$ cat config.mk
export PLATFORM = sky130hd
export DESIGN_NAME = io_port_bank
export DESIGN_NICKNAME = d
export VERILOG_FILES = /design/src/rtl/io_port_bank.sv
export SDC_FILE = /design/constraint.sdc
export NUM_CORES = 1
export LEC_CHECK = 0
export BUFFER_PORTS_ARGS = -buffer_cell sky130_fd_sc_hd__buf_4
export CORE_UTILIZATION = 48
export DETAILED_ROUTE_END_ITERATION = 8
export GPL_TIMING_DRIVEN = 0
export PLACE_DENSITY = 0.74
export SYNTH_ARGS = -nofsm -noshare
export SYNTH_HDL_FRONTEND = slang
export SYNTH_SLANG_ARGS = --single-unit
$ cat constraint.sdc
create_clock -name clk -period 6.8 [get_ports clk]
set_input_delay 2.04 -clock clk [delete_from_list [all_inputs] [get_ports clk]]
set_output_delay 2.04 -clock clk [all_outputs]
set_load 0.01 [all_outputs]
$ cat src/rtl/io_port_bank.sv
// Memory-mapped I/O bank: GPIO out/in, free-running timer with compare flag,
// and an 8N1 UART transmitter fed by a small TX FIFO.
module io_port_bank #(
    parameter int CLKS_PER_BIT   = 104,
    parameter int FIFO_DEPTH_LOG = 2,
    parameter int GPIO_OUT_W     = 8,
    parameter int GPIO_IN_W      = 8
) (
    input  logic                  clk,
    input  logic                  resetb,
    input  logic [7:0]            io_addr,
    input  logic                  io_en,
    input  logic                  io_we,
    input  logic [31:0]           io_data_write,
    output logic [31:0]           io_data_read,
    output logic [GPIO_OUT_W-1:0] gpio_out,
    input  logic [GPIO_IN_W-1:0]  gpio_in,
    output logic                  uart_tx,
    output logic                  timer_irq
);

    localparam int DEPTH  = 1 << FIFO_DEPTH_LOG;
    localparam int PTR_W  = FIFO_DEPTH_LOG;
    localparam int CNT_W  = FIFO_DEPTH_LOG + 1;
    localparam int BAUD_W = (CLKS_PER_BIT > 1) ? $clog2(CLKS_PER_BIT) : 1;
    localparam logic [BAUD_W-1:0] BAUD_LAST = BAUD_W'(CLKS_PER_BIT - 1);

    localparam logic [5:0] A_GPIO_OUT  = 6'd0;
    localparam logic [5:0] A_GPIO_IN   = 6'd1;
    localparam logic [5:0] A_TIMER     = 6'd2;
    localparam logic [5:0] A_TIMER_CMP = 6'd3;
    localparam logic [5:0] A_UART_TX   = 6'd4;
    localparam logic [5:0] A_UART_STAT = 6'd5;
    localparam logic [5:0] A_IRQ_STAT  = 6'd6;

    typedef enum logic [1:0] {S_IDLE, S_START, S_DATA, S_STOP} uart_state_t;

    logic [5:0]            word;
    logic                  wr_en, rd_en;
    logic                  unused_addr_bits;

    logic [GPIO_OUT_W-1:0] gpio_out_q;
    logic [GPIO_IN_W-1:0]  sync1_q, sync2_q;
    logic [31:0]           timer_q, timer_d;
    logic [31:0]           cmp_q;
    logic                  irq_q, irq_d;
    logic                  ovf_q, ovf_d;

    logic [7:0]            mem_q [DEPTH];
    logic [PTR_W-1:0]      wr_ptr_q, rd_ptr_q;
    logic [CNT_W-1:0]      count_q, count_d;
    logic                  fifo_full, fifo_empty, push_req, push, pop;

    uart_state_t           state_q;
    logic [BAUD_W-1:0]     baud_q;
    logic [2:0]            bit_q;
    logic [7:0]            shift_q;
    logic                  tx_q;
    logic                  tx_idle;

    assign word             = io_addr[7:2];
    assign unused_addr_bits = ^io_addr[1:0];
    assign wr_en            = io_en && io_we;
    assign rd_en            = io_en && !io_we;

    assign fifo_full  = (count_q == CNT_W'(DEPTH));
    assign fifo_empty = (count_q == '0);
    assign push_req   = wr_en && (word == A_UART_TX);
    assign push       = push_req && !fifo_full;
    // The shifter takes a byte whenever it is idle or finishing a stop bit.
    assign pop        = !fifo_empty &&
                        ((state_q == S_IDLE) || (state_q == S_STOP && baud_q == BAUD_LAST));
    assign tx_idle    = fifo_empty && (state_q == S_IDLE);

    always_comb begin
        timer_d = timer_q + 32'd1;
        if (wr_en && word == A_TIMER) timer_d = io_data_write;

        irq_d = irq_q;
        if (wr_en && word == A_IRQ_STAT && io_data_write[0]) irq_d = 1'b0;
        if (timer_q == cmp_q) irq_d = 1'b1;

        ovf_d = ovf_q;
        if (wr_en && word == A_IRQ_STAT && io_data_write[2]) ovf_d = 1'b0;
        if (push_req && fifo_full) ovf_d = 1'b1;

        count_d = count_q;
        if (push && !pop)      count_d = count_q + CNT_W'(1);
        else if (!push && pop) count_d = count_q - CNT_W'(1);
    end

    always_ff @(posedge clk) begin
        if (!resetb) begin
            gpio_out_q <= '0;
            sync1_q    <= '0;
            sync2_q    <= '0;
            timer_q    <= '0;
            cmp_q      <= 32'hFFFF_FFFF;
            irq_q      <= 1'b0;
            ovf_q      <= 1'b0;
            wr_ptr_q   <= '0;
            rd_ptr_q   <= '0;
            count_q    <= '0;
        end else begin
            sync1_q <= gpio_in;
            sync2_q <= sync1_q;
            timer_q <= timer_d;
            irq_q   <= irq_d;
            ovf_q   <= ovf_d;
            count_q <= count_d;
            if (wr_en && word == A_GPIO_OUT)  gpio_out_q <= io_data_write[GPIO_OUT_W-1:0];
            if (wr_en && word == A_TIMER_CMP) cmp_q      <= io_data_write;
            if (push) wr_ptr_q <= wr_ptr_q + PTR_W'(1);
            if (pop)  rd_ptr_q <= rd_ptr_q + PTR_W'(1);
        end
    end

    always_ff @(posedge clk) begin
        if (push) mem_q[wr_ptr_q] <= io_data_write[7:0];
    end

    // UART shifter; tx_q is updated together with each state change.
    always_ff @(posedge clk) begin
        if (!resetb) begin
            state_q <= S_IDLE;
            baud_q  <= '0;
            bit_q   <= '0;
            shift_q <= '0;
            tx_q    <= 1'b1;
        end else begin
            case (state_q)
                S_IDLE: begin
                    baud_q <= '0;
                    if (!fifo_empty) begin
                        shift_q <= mem_q[rd_ptr_q];
                        state_q <= S_START;
                        tx_q    <= 1'b0;
                    end
                end
                S_START: begin
                    if (baud_q == BAUD_LAST) begin
                        baud_q  <= '0;
                        bit_q   <= '0;
                        state_q <= S_DATA;
                        tx_q    <= shift_q[0];
                    end else begin
                        baud_q <= baud_q + BAUD_W'(1);
                    end
                end
                S_DATA: begin
                    if (baud_q == BAUD_LAST) begin
                        baud_q <= '0;
                        if (bit_q == 3'd7) begin
                            state_q <= S_STOP;
                            tx_q    <= 1'b1;
                        end else begin
                            bit_q   <= bit_q + 3'd1;
                            shift_q <= {1'b0, shift_q[7:1]};
                            tx_q    <= shift_q[1];
                        end
                    end else begin
                        baud_q <= baud_q + BAUD_W'(1);
                    end
                end
                S_STOP: begin
                    if (baud_q == BAUD_LAST) begin
                        baud_q <= '0;
                        if (!fifo_empty) begin
                            shift_q <= mem_q[rd_ptr_q];
                            state_q <= S_START;
                            tx_q    <= 1'b0;
                        end else begin
                            state_q <= S_IDLE;
                        end
                    end else begin
                        baud_q <= baud_q + BAUD_W'(1);
                    end
                end
                default: begin
                    state_q <= S_IDLE;
                    tx_q    <= 1'b1;
                end
            endcase
        end
    end

    always_comb begin
        io_data_read = '0;
        if (rd_en) begin
            case (word)
                A_GPIO_OUT:  io_data_read = 32'(gpio_out_q);
                A_GPIO_IN:   io_data_read = 32'(sync2_q);
                A_TIMER:     io_data_read = timer_q;
                A_TIMER_CMP: io_data_read = cmp_q;
                A_UART_STAT: io_data_read = (32'(count_q) << 3) | {29'd0, ovf_q, tx_idle, fifo_full};
                A_IRQ_STAT:  io_data_read = {31'd0, irq_q};
                default:     io_data_read = '0;
            endcase
        end
    end

    assign gpio_out  = gpio_out_q;
    assign uart_tx   = tx_q;
    assign timer_irq = irq_q;

endmodule

; ---- Word-level counts from Yosys, hierarchy flattened
; Memories as Yosys holds them, arrays and structs flattened. A register that Yosys moved wholly into a read port is not among the register bits.
; Index checks and enable logic that the tools add are counted.
[totals]
regBits = 118
ramBits = 32
out_inout_bits = 42
memories = 1
wordCells = 115
inputBits = 52
[op_classes]
mux = 37
n_reduce_logical = 35
addsub = 7
n_eq_ne = 19
bitwise = 1
[memory_table]
columns = memory, depth, width, rd, rd_ports_with_merged_regs, write_ports, line
row1 = mem_q, 4, 8, 1, 1, 1, 49  ; logic [7:0] mem_q [DEPTH];
[ops]
columns = operator, count
row1 = 32-bit case mux with 6 select lines, 1
row2 = 32-bit two-way mux, 2
row3 = "32-bit by 1-bit adder with 32-bit output, second input constant", 1
row4 = 32-bit == test, 1
row5 = 8-bit two-way mux, 4
row6 = 8-bit case mux with 3 select lines, 1
row7 = "6-bit by 3-bit == test with 1-bit output, second input constant", 3
row8 = 1-bit logical AND, 16
row9 = 3-bit two-way mux, 5
row10 = 2-bit two-way mux, 7
row11 = 7-bit case mux with 2 select lines, 1
row12 = "6-bit by 2-bit == test with 1-bit output, second input constant", 2
row13 = 1-bit two-way mux, 12
row14 = "2-bit != test, second input constant", 5
row15 = 2-bit case mux with 4 select lines, 1
row16 = 4-bit AND reduction, 2
row17 = 2-bit nonzero test, 4
row18 = "7-bit by 1-bit adder with 7-bit output, second input constant", 1
row19 = "7-bit == test, second input constant", 1
row20 = 7-bit two-way mux, 1
row21 = "3-bit by 1-bit adder with 3-bit output, second input constant", 2
row22 = "3-bit == test, second input constant", 2
row23 = "6-bit by 1-bit == test with 1-bit output, second input constant", 1
row24 = 6-bit logical NOT, 1
row25 = 16 further kinds, 22

; ---- Depth between registers and ports, before layout
; Gate-level depths: netlist of the first run.
[depth]
ltp_word = 7
ltp_mapped = 11
mapped_depth_nobuf = 10

; ---- Worst setup path after synthesis of the first run
; OpenSTA, ideal clock, no wires.
[synth_path]
path_type = input to output
start = in io_addr[5]
end = out io_data_read[11]
stages = 6
arrival_time_ns = 3.292
slack_ns = 1.468
path_buffers = 2
cell_sequence = nor4_4 -> and3_1 -> buf_2 -> clkbuf_1 -> a22oi_1 -> nor2_1
[synth_between]
elab_chain_len = 3
elab_cells_between_ends = 8
classes_between = eq/ne: 5 / mux: 2 / reduce/logical: 1
[synth_lines]
columns = element, line
row1 = start: declaration, 11  ; input logic [7:0] io_addr,
row2 = 6-bit by 3-bit == test with 1-bit output (tied with other cells), 190  ; case (word)
row3 = 32-bit case mux with 6 select lines (*), 190
row4 = 32-bit two-way mux (*), 189  ; if (rd_en) begin
row5 = end: declaration, 15  ; output logic [31:0] io_data_read,
; Mark *: on every way between the ends. The rest lies on a longest branch, timed or not.

; ---- Worst setup path after layout of the first run
[layout_path]
start = in io_addr[5]
end = out io_data_read[29]
; The elaborated chain is that of the path after synthesis.

==> run summary, run 1 <==
• insertion delay to the later sink of the worst-skew pair: 0.43 ns
• H-tree level count: 4
• layout cells sized above 1: 0.1834
• power density over the cells: 268.0 nW/um^2
• total congestion overflow: 0
• buffers added on ports: 90
• data required time at the worst endpoint: 4.76 ns
• routed vias: 6104
• root buffer cell: sky130_fd_sc_hd__clkbuf_16
• type of the worst setup path: in2out
• total net switching power: 0.0006471 W
• worst voltage drop across the vdd grid: 0.1932 mV
• R2R Path End: count_q[2]$_SDFFE_PN0P_
• number of nets still failing antenna checks after routing: 0
• Core Region: 14640 sq um
• setup repair after global routing missed its margin: false
• max_cap viols: 0
• sequential cell area fraction in the yosys report: 0.4629
• CTS tree: built
• highest net fanout along the worst path: 10
• net count after synthesis: 823
• Worst Reg-to-Reg Cells: 8
• Hold Path End: sync2_q[5]$_SDFF_PN0_
• worst rel slew slack: 0.4837
• sequential cell fraction of total power: 0.429
• ratio of routed vias to standard cells: 5.748
• average size of a mapped cell: 9.611 sq um
• Highest Clock Rate: 164.9 MHz
• Switching Fraction: 0.2760
• Gates resized, CTS repair: 0
• Lkg Pwr: 3.330 nW
• net total in the final layout: 932
• clock slew at the register clock pins of the worst setup and hold paths: 0.06 ns
• synth unique cells: 53
• Max Root-Sink Buffers: 2
• worst-case register-to-register setup slack: 4.21 ns
• launching point of the worst reg2reg path: count_q[0]$_SDFFE_PN0P_
• initial antenna violation count: 0
• maximum number of pins on one net before global-route repair: 17
• final WL: 19010 um
• total CTS buffers: 17
• antenna cell count: 0
• I/O pin cnt: 94
• prevailing post-synth register cell: sky130_fd_sc_hd__dfxtp_1
• 1st-pass router iterations: 7
• data arrival at the endpoint of the critical path: 4.02 ns
• drt initial violations: 695
• initial standard-cell utilization of the core: 0.4962
• setup fix buffers added after clock tree synthesis: 0
• vias in the first global route: 5763
• number of synthesized register bits: 152
• fin crit period: 6.064 ns
• number of hold buffers added after cts: 0
• kind of capture point of the worst setup path: output pin
• FFs w/ async S/R, synth: 0
• cell count after synthesis: 756
• Post-DP HPWL: 13760 um
• Hold Crit Depth: 1
• Tightest Pin Transition: 0.7685 ns
• Worst Hold Launch: sync1_q[5]$_SDFF_PN0_
• Die Wd: 125.0 um
• number of instances in the placed design: 1030
• Final Non-Filler Cells: 1062
• GP Congestion: 0.8878
• Avg WL per Cell: 17.90 um
• fin crit share: 0.8918
• area added between synthesis and finish: 20.39%
• violations in the final reports: DRC
• number of clock sinks: 152
• CP Launch Type: primary input
• Tot GR Track Use: 0.2532
• number of synthesized flops with an enable pin: 32
• cell internal pwr: 0.001697 W
• result of the run: finished with violations
• Final TNS setup: 0 ns
• total die area: 15630 sq um
• Setup Skew: 0.01460 ns
• proportion of power drawn by the clock network: 0.396
• Yosys warning total: 0
• HP Class: reg2reg
• Final setup violation count: 0
• power share of the combinational group: 0.175
• wire length of the first global-routing pass: 30700 um
• Final Hold Fails: 0
• DRC: 10
• overall die height: 125.0 um
• number of placement rows: 44
• Slew Viols, Final: 0
• post-synth design cell area: 7266 sq um
[per-layer routing]
| metal | track usage | up-vias | share of wire |
|---|---|---|---|
| li1 | - | 2901 | - |
| met1 | 0.3555 | 2890 | 0.44 |
| met2 | 0.3842 | 281 | 0.45 |
| met3 | 0.05648 | 32 | 0.087 |
| met4 | 0.08895 | 0 | 0.021 |
| met5 | 0 | - | 0 |
[sequential cells by signal, summed over array words and instances (netlist names), 7 cells and up, named ones only]
signal / flops
baud_q: 7
cmp_q: 32
gpio_out: 8
mem_q: 32
shift_q: 8
sync1_q: 8
sync2_q: 8
timer_q: 32
[critical path: stages]
cell and delay, ns:
sky130_fd_sc_hd__buf_4 0.13, sky130_fd_sc_hd__nor3_1 0.26, sky130_fd_sc_hd__nand2b_1 0.16, sky130_fd_sc_hd__nor2_1 0.46, sky130_fd_sc_hd__clkbuf_1 0.47, sky130_fd_sc_hd__a22oi_1 0.17
sky130_fd_sc_hd__nor2_1 0.18, sky130_fd_sc_hd__buf_4 0.15
[synthesized netlist by cell type (5+ instances only)]
master,count,area share
sky130_fd_sc_hd__and2_1,21,0.018
sky130_fd_sc_hd__nor2_1,88,0.045
sky130_fd_sc_hd__and3_1,6,0.0052
sky130_fd_sc_hd__a31oi_1,5,0.0043
sky130_fd_sc_hd__a21oi_1,17,0.012
sky130_fd_sc_hd__xor2_1,23,0.028
sky130_fd_sc_hd__nor3_1,6,0.0041
sky130_fd_sc_hd__nand3_1,52,0.036
sky130_fd_sc_hd__or3_1,7,0.0060
sky130_fd_sc_hd__mux2i_1,20,0.028
sky130_fd_sc_hd__nor3b_1,5,0.0052
sky130_fd_sc_hd__dfxtp_1,120,0.33
sky130_fd_sc_hd__nand4_1,17,0.015
sky130_fd_sc_hd__mux4_2,15,0.046
sky130_fd_sc_hd__edfxtp_1,32,0.13
sky130_fd_sc_hd__clkbuf_1,34,0.018
sky130_fd_sc_hd__nand2b_1,5,0.0043
sky130_fd_sc_hd__a211oi_1,21,0.022
sky130_fd_sc_hd__ha_1,14,0.024
sky130_fd_sc_hd__nor4_1,5,0.0043
sky130_fd_sc_hd__nand2_1,84,0.043
sky130_fd_sc_hd__xnor2_1,45,0.054
sky130_fd_sc_hd__a22oi_1,32,0.033
sky130_fd_sc_hd__buf_2,11,0.0076
sky130_fd_sc_hd__inv_1,11,0.0057
sky130_fd_sc_hd__o21ai_0,25,0.017
[area by class of cell]
cell class,count,area (sq um)
Buffer,48,201.4
Clock buffer,18,429.2
Clock inverter,14,146.4
Fill cell,1256,5897
Inverter,12,45.04
Multi-Input combinational cell,544,3656
Sequential cell,152,3363
Tap cell,184,230.2
Timing Repair Buffer,90,675.6
[per-stage QoR]
step           cell area, sq um  total power (W)  hold slack [ns]  setup WS, ns  utilization
6_report                   8747         0.002344           0.4289        0.7356       0.5973
5_1_grt                    8747         0.002444           0.4431        0.6011       0.5973
4_1_cts                    8747         0.002351           0.4308        0.8065       0.5973
3_5_place_dp               8172         0.001430           0.4169        0.8129       0.5580
3_3_place_gp               8172         0.001417           0.4174        0.8344       0.5580
2_1_floorplan              7266         0.001316           0.4119         1.468            -
[kinds of logic after synthesis]
logic type               after synthesis  share of synthesized area
AO/OA/AOI/OAI                        110                     0.1007
XOR/XNOR                              68                    0.08197
adder cells (fa/ha/maj)               15                    0.02686
buffers and inverters                 60                    0.03392
flip-flops                           152                     0.4629
multiplexers                          36                    0.07766
AND/OR/NAND/NOR                      315                     0.2159
[power groups by stage]
stage / clock (W) / combinational, W / sequential (W)
2_1_floorplan: 0 / 0.000300 / 0.00102
3_3_place_gp: 0 / 0.000394 / 0.00102
3_5_place_dp: 0 / 0.000406 / 0.00102
4_1_cts: 0.000936 / 0.000410 / 0.00101
5_1_grt: 0.000975 / 0.000458 / 0.00101
6_report: 0.000929 / 0.000409 / 0.00101
[how the worst max path moves through the flow]
stage | from | depth (start not counted) | slack [ns] | to
finish | io_addr[5] | 8 | 0.74 | io_data_read[29]
detailed placement | io_addr[5] | 8 | 0.81 | io_data_read[30]
CTS | io_addr[5] | 8 | 0.81 | io_data_read[27]
global route | io_addr[5] | 8 | 0.60 | io_data_read[27]
floorplan | io_addr[5] | 6 | 1.47 | io_data_read[11]
global placement | io_addr[5] | 8 | 0.83 | io_data_read[30]
[cell usage in the layout (no fill, tap or decap), drive strengths merged, types with 2 or more instances in the layout]
master and count:
edfxtp 32, a22oi 32, a31oi 5, or3 7
nor2b 2, clkinvlp 5, nor2 88, clkinv 4
a211oi 21, nand2 84, bufinv 2, mux4 16
a21oi 17, nor3 7, nor4 8, buf 104
xnor2 45, or2 2, o21ai 25, ha 14
nand2b 5, dfxtp 120, inv 15, xor2 23
clkbuf 52, nand3b 3, and3 6, and2 21
mux2i 20, nand3 55, nand4 18, nor3b 6
No activity file was read; power rests on OpenSTA's default activity.
==> inputs of run 2 (changes only) <==
CORE_UTILIZATION = 50   (was 48)
PLACE_DENSITY = 0.77   (was 0.74)
==> run 2 against run 1 <==
Effect of this change:
- combinational power barely moved
- critical path depth unchanged
- wire length is 0.44% higher
- largest power group is now clock
- the run now ends clean
- critical endpoint is now io_data_read[30]
==> run summary, run 2 (synthesis gave the netlist of run 1 again) <==
• result of the run: finished clean
• number of fill cells in the layout: 1157, -7.9%
• total CTS buffers: 17, unchanged
• slowest stage cell on the critical path: sky130_fd_sc_hd__clkbuf_1
• root buffer cell: sky130_fd_sc_hd__clkbuf_16
• Final setup violation count: 0, unchanged
• vias in the first global route: 5545, -3.8%
• kind of capture point of the worst setup path: output pin
• Avg WL per Cell: 18.05 um, +0.82%
• buffering stage count on the worst path with inverters included: 3, unchanged
• Max Root-Sink Buffers: 2, unchanged
• cell internal pwr: 0.001804 W, +6.3%
• type of the worst setup path: in2out
• worst rel slew slack: 0.4228, -0.06091
• 1st-pass router iterations: 6, -1
• data arrival at the endpoint of the critical path: 4.01 ns, about the same
• Die Wd: 122.5 um, -2.0%
• area added between synthesis and finish: 21.22%
• data required time at the worst endpoint: 4.76 ns, about the same
• Post-DP HPWL: 13700 um, -0.41%
• total congestion overflow: 0, unchanged
• power after layout: 0.002445 W, +4.3%
• Highest Clock Rate: 165.4 MHz, +0.28%
• power density over the cells: 277.6 nW/um^2, +3.6%
• number of hold buffers added after cts: 0, unchanged
• overall die height: 122.5 um, -2.0%
• CP Launch Type: primary input
• final hold slack: 0.4353 ns, +0.006360 ns
• proportion of power drawn by the clock network: 0.421, +0.025
• setup fix buffers added after clock tree synthesis: 0, unchanged
• worst voltage drop across the vdd grid: 0.2324 mV, +20%
• net total in the final layout: 932, unchanged
• most common cell after layout, fill and taps aside: sky130_fd_sc_hd__dfxtp_1
• initial antenna violation count: 0, unchanged
• max_cap viols: 0, unchanged
• GP Congestion: 0.9066, +2.1%
• sequential cell fraction of total power: 0.412, -0.017
• Final TNS setup: 0 ns, unchanged
• antenna cell count: 0, unchanged
• final WL: 19100 um, +0.44%
• drt initial violations: 654, -5.9%
• Final Hold Fails: 0, unchanged
• setup repair after global routing missed its margin: false
• maximum number of pins on one net before global-route repair: 17, unchanged
• routed vias: 6069, -0.57%
• number of nets still failing antenna checks after routing: 0, unchanged
• Gates resized, CTS repair: 0, unchanged
• Core Region: 14040 sq um, -4.1%
• HP Class: reg2reg
• DRC: 0, -10
• largest registers in the final layout: cmp_q: 32 flops, mem_q: 32 flops, timer_q: 32 flops
• maximum single-stage delay on the critical path: 0.46 ns, about the same
• fin crit period: 6.047 ns, -0.01687 ns
• most frequent cells in the layout: sky130_fd_sc_hd__dfxtp_1, sky130_fd_sc_hd__buf_4, sky130_fd_sc_hd__nor2_1
• worst slack at placement: 0.8165 ns, +0.003595 ns
• Setup Skew: 0.007813 ns, -0.006791 ns
• Tot GR Track Use: 0.2683, +0.01502
• highest net fanout along the worst path: 10, unchanged
• final worst slack: 0.7525 ns, +0.01687 ns
• initial standard-cell utilization of the core: 0.5174, +0.02126
• Lkg Pwr: 3.379 nW, +1.5%
• CTS tree: built
• Tightest Pin Transition: 0.8592 ns, +0.09066 ns
• insertion delay to the later sink of the worst-skew pair: 0.42 ns, about the same
• total die area: 15020 sq um, -3.9%
• ratio of routed vias to standard cells: 5.736, -0.20%
• buffers added on ports: 90, unchanged
• series of cell instances along the critical path: buf_4, nor3_1, nand2b_1, nor2_1, clkbuf_1, a22oi_1, nor2_1, buf_4
• clock slew at the register clock pins of the worst setup and hold paths: 0.06 ns, about the same
• number of placement rows: 43, -2.3%
• fin crit share: 0.8893, -0.002482
• number of clock sinks: 152, unchanged
• wire length of the first global-routing pass: 29900 um, -2.6%
• Slew Viols, Final: 0, unchanged
• Switching Fraction: 0.2622, -0.01381
• power share of the combinational group: 0.167, -0.008
• I/O pin cnt: 94, unchanged
• H-tree level count: 4, unchanged
• total net switching power: 0.0006411 W, -0.94%
• layout cells sized above 1: 0.1845, +0.001139
• crit-path leading delay family: simple AND/OR/NAND/NOR gates
-- run 2: layout make-up --
cell class	count	area [sq um]	share of cell area
buffer	48	201.4	0.02287
clock buffer	22	474.2	0.05384
clock inverter	10	166.4	0.01889
inverter	12	45.04	0.005114
multi-input combinational	544	3656	0.4151
sequential	152	3363	0.3819
tap	180	225.2	0.02557
timing repair buffer	90	675.6	0.07672
-- run 2: worst paths after layout --
kind | cells past startpoint | slack [ns] | startpoint | to
max | 8 | 0.75 | io_addr[5] | io_data_read[30]
min | 1 | 0.44 | sync1_q[0]$_SDFF_PN0_ | sync2_q[0]$_SDFF_PN0_
max reg2reg | 8 | 4.15 | count_q[0]$_SDFFE_PN0P_ | count_q[2]$_SDFFE_PN0P_
min reg2reg | 1 | 0.44 | sync1_q[0]$_SDFF_PN0_ | sync2_q[0]$_SDFF_PN0_
-- run 2: per-layer routing --
layer | track usage | vias up | part of all wire
li1 | - | 2894 | -
met1 | 0.3785 | 2880 | 0.45
met2 | 0.4070 | 274 | 0.45
met3 | 0.05762 | 21 | 0.078
met4 | 0.08994 | 0 | 0.018
met5 | 0 | - | 0
-- run 2: stage by stage --
step,instance area (sq um),std cells,util
CTS,8807,1058,0.6272
detailed placement,8167,1026,0.5816
floorplan,7266,756,-
finish,8807,1058,0.6272
global placement,8167,1026,0.5816
global route,8807,1058,0.6272
-- run 2: power groups by stage --
stage	clock network [W]	registers, W	logic, W
global placement	0	0.00102	0.000392
floorplan	0	0.00102	0.000300
CTS	0.00103	0.00101	0.000405
global route	0.00107	0.00101	0.000451
detailed placement	0	0.00103	0.000401
finish	0.00103	0.00101	0.000408
==> inputs of run 3 (changes only) <==
PLACE_DENSITY = 0.79   (was 0.77)
clock period = 5.38 ns   (was 6.8 ns; I/O delays follow)
==> run 3 against run 2 <==
Effect of this change:
- final cell count unchanged
- sequential share of layout area increased by 0.19 points
- wire length decreased by 1.1%
- critical path type unchanged
- highest routed layer unchanged
==> run summary, run 3 (synthesis gave the netlist of run 1 again) <==
• Core Region: 14040 sq um, unchanged
• Lkg Pwr: 3.353 nW, -0.78%
• most frequent cells in the layout: sky130_fd_sc_hd__dfxtp_1, sky130_fd_sc_hd__buf_4, sky130_fd_sc_hd__nor2_1
• setup fix buffers added after clock tree synthesis: 0, unchanged
• setup repair after global routing missed its margin: false
• data arrival at the endpoint of the critical path: 3.51 ns, -0.50 ns
• most prevalent standard cell on the critical path: sky130_fd_sc_hd__buf_4
• total net switching power: 0.0007943 W, +24%
• power share of the combinational group: 0.173, +0.006
• Highest Clock Rate: 195.1 MHz
• power after layout: 0.002980 W, +22%
• number of nets still failing antenna checks after routing: 0, unchanged
• proportion of power drawn by the clock network: 0.401, -0.020
• Final Non-Filler Cells: 1058, unchanged
• wire length of the first global-routing pass: 29640 um, -0.90%
• layout cells sized above 1: 0.1845, unchanged
• slowest stage cell on the critical path: sky130_fd_sc_hd__nor4_4
• power density over the cells: 340.1 nW/um^2, +23%
• maximum single-stage delay on the critical path: 0.44 ns, -0.02 ns
• Die Wd: 122.5 um, unchanged
• root buffer cell: sky130_fd_sc_hd__clkbuf_16
• 1st-pass router iterations: 5, -1
• crit-path leading delay family: buffers and inverters
• number of placement rows: 43, unchanged
• vias in the first global route: 5626, +1.5%
• highest net fanout along the worst path: 10, unchanged
• max_cap viols: 0, unchanged
• initial antenna violation count: 0, unchanged
• sequential cell fraction of total power: 0.426, +0.014
• net total in the final layout: 932, unchanged
• Final setup violation count: 0, unchanged
• Final TNS setup: 0 ns, unchanged
• area added between synthesis and finish: 20.61%
• fin crit share: 0.9527
• ratio of routed vias to standard cells: 5.808, +1.3%
• drt initial violations: 731, +12%
• total die area: 15020 sq um, unchanged
• Final Hold Fails: 0, unchanged
• overall die height: 122.5 um, unchanged
• most common cell after layout, fill and taps aside: sky130_fd_sc_hd__dfxtp_1
• worst voltage drop across the vdd grid: 0.2741 mV, +18%
• cell internal pwr: 0.002186 W, +21%
• series of cell instances along the critical path: buf_4, nor4_4, and3_1, buf_2, clkbuf_1, a22oi_1, nor2_1, buf_4
• Post-DP HPWL: 13590 um, -0.84%
• largest registers in the final layout: cmp_q: 32 flops, mem_q: 32 flops, timer_q: 32 flops
• antenna cell count: 0, unchanged
• DRC: 0, unchanged
• Switching Fraction: 0.2665, +0.004292
• initial standard-cell utilization of the core: 0.5174, unchanged
• number of instances in the placed design: 1026, unchanged
• buffers added on ports: 90, unchanged
• Setup Skew: 0.009015 ns, +0.001202 ns
• worst rel slew slack: 0.4486, +0.02580
• maximum number of pins on one net before global-route repair: 17, unchanged
• Slew Viols, Final: 0, unchanged
• total CTS buffers: 17, unchanged
• number of clock sinks: 152, unchanged
• buffering stage count on the worst path with inverters included: 4, +1
• Avg WL per Cell: 17.84 um, -1.1%
• fin crit period: 5.125 ns
• Tot GR Track Use: 0.2635, -0.004717
• result of the run: finished clean
• Max Root-Sink Buffers: 2, unchanged
• clock slew at the register clock pins of the worst setup and hold paths: 0.06 ns, about the same
• kind of capture point of the worst setup path: output pin
• GP Congestion: 0.9140, +0.82%
• final WL: 18880 um, -1.1%
• routed vias: 6145, +1.3%
• insertion delay to the later sink of the worst-skew pair: 0.42 ns, about the same
• final cell utilization of the core: 0.6241, -0.003118
• H-tree level count: 4, unchanged
• Tightest Pin Transition: 0.8208 ns, -0.03841 ns
• HP Class: reg2reg
• final hold slack: 0.4268 ns, -0.008429 ns
• CP Launch Type: primary input
• total congestion overflow: 0, unchanged
• data required time at the worst endpoint: 3.77 ns, -0.99 ns
• I/O pin cnt: 94, unchanged
• CTS tree: built
• type of the worst setup path: in2out
run 3: area by class of cell:
class | count | area (sq um)
clock buffer | 22 | 475.5
tap | 180 | 225.2
inverter | 12 | 45.04
buffer | 48 | 202.7
clock inverter | 10 | 120.1
fill | 1137 | 5279
timing repair buffer | 90 | 675.6
multi-input combinational | 544 | 3656
sequential | 152 | 3363
run 3: final timing paths:
check | from | endpoint | slack, ns | depth (start not counted)
setup / recovery | io_addr[5] | io_data_read[30] | 0.25 | 8
hold / removal | sync1_q[1]$_SDFF_PN0_ | sync2_q[1]$_SDFF_PN0_ | 0.43 | 1
setup reg to reg | count_q[0]$_SDFFE_PN0P_ | count_q[2]$_SDFFE_PN0P_ | 2.78 | 8
hold reg to reg | sync1_q[1]$_SDFF_PN0_ | sync2_q[1]$_SDFF_PN0_ | 0.43 | 1
run 3: per-layer routing:
layer / up-vias / global-route usage / share of wire
li1: 2900 / - / -
met1: 2919 / 0.3712 / 0.44
met2: 304 / 0.4084 / 0.45
met3: 22 / 0.05437 / 0.089
met4: 0 / 0.07546 / 0.013
met5: - / 0 / 0
run 3: worst register-to-register path: cells and delay by family (launching register included):
kind	cells	cell delay, ns
adders and majority gates	2	0.54
AOI/OAI and AO/OA	1	0.14
buffers and inverters	1	0.06
and+or+nand+nor	3	1.26
DFF	1	0.38
xor gates and xnor gates	1	0.15
run 3: stage by stage:
step	area (sq um)	worst slack (ns)
5_1_grt	8763	0.06949
2_1_floorplan	7266	0.8997
4_1_cts	8762	0.2318
3_3_place_gp	8167	0.3239
3_5_place_dp	8167	0.2970
6_report	8763	0.2547
run 3: power groups by stage:
stage          Clock (W)  Sequential [W]  Combinational [W]
2_1_floorplan          0         0.00128           0.000379
3_3_place_gp           0         0.00129           0.000499
3_5_place_dp           0         0.00129           0.000508
4_1_cts          0.00120         0.00127           0.000513
5_1_grt          0.00125         0.00128           0.000570
6_report         0.00120         0.00127           0.000515
run 3: repair_timing:
action,CTS,global route
setup endpoints to repair,0,2
hold buffers,0,0
resized for setup,0,2
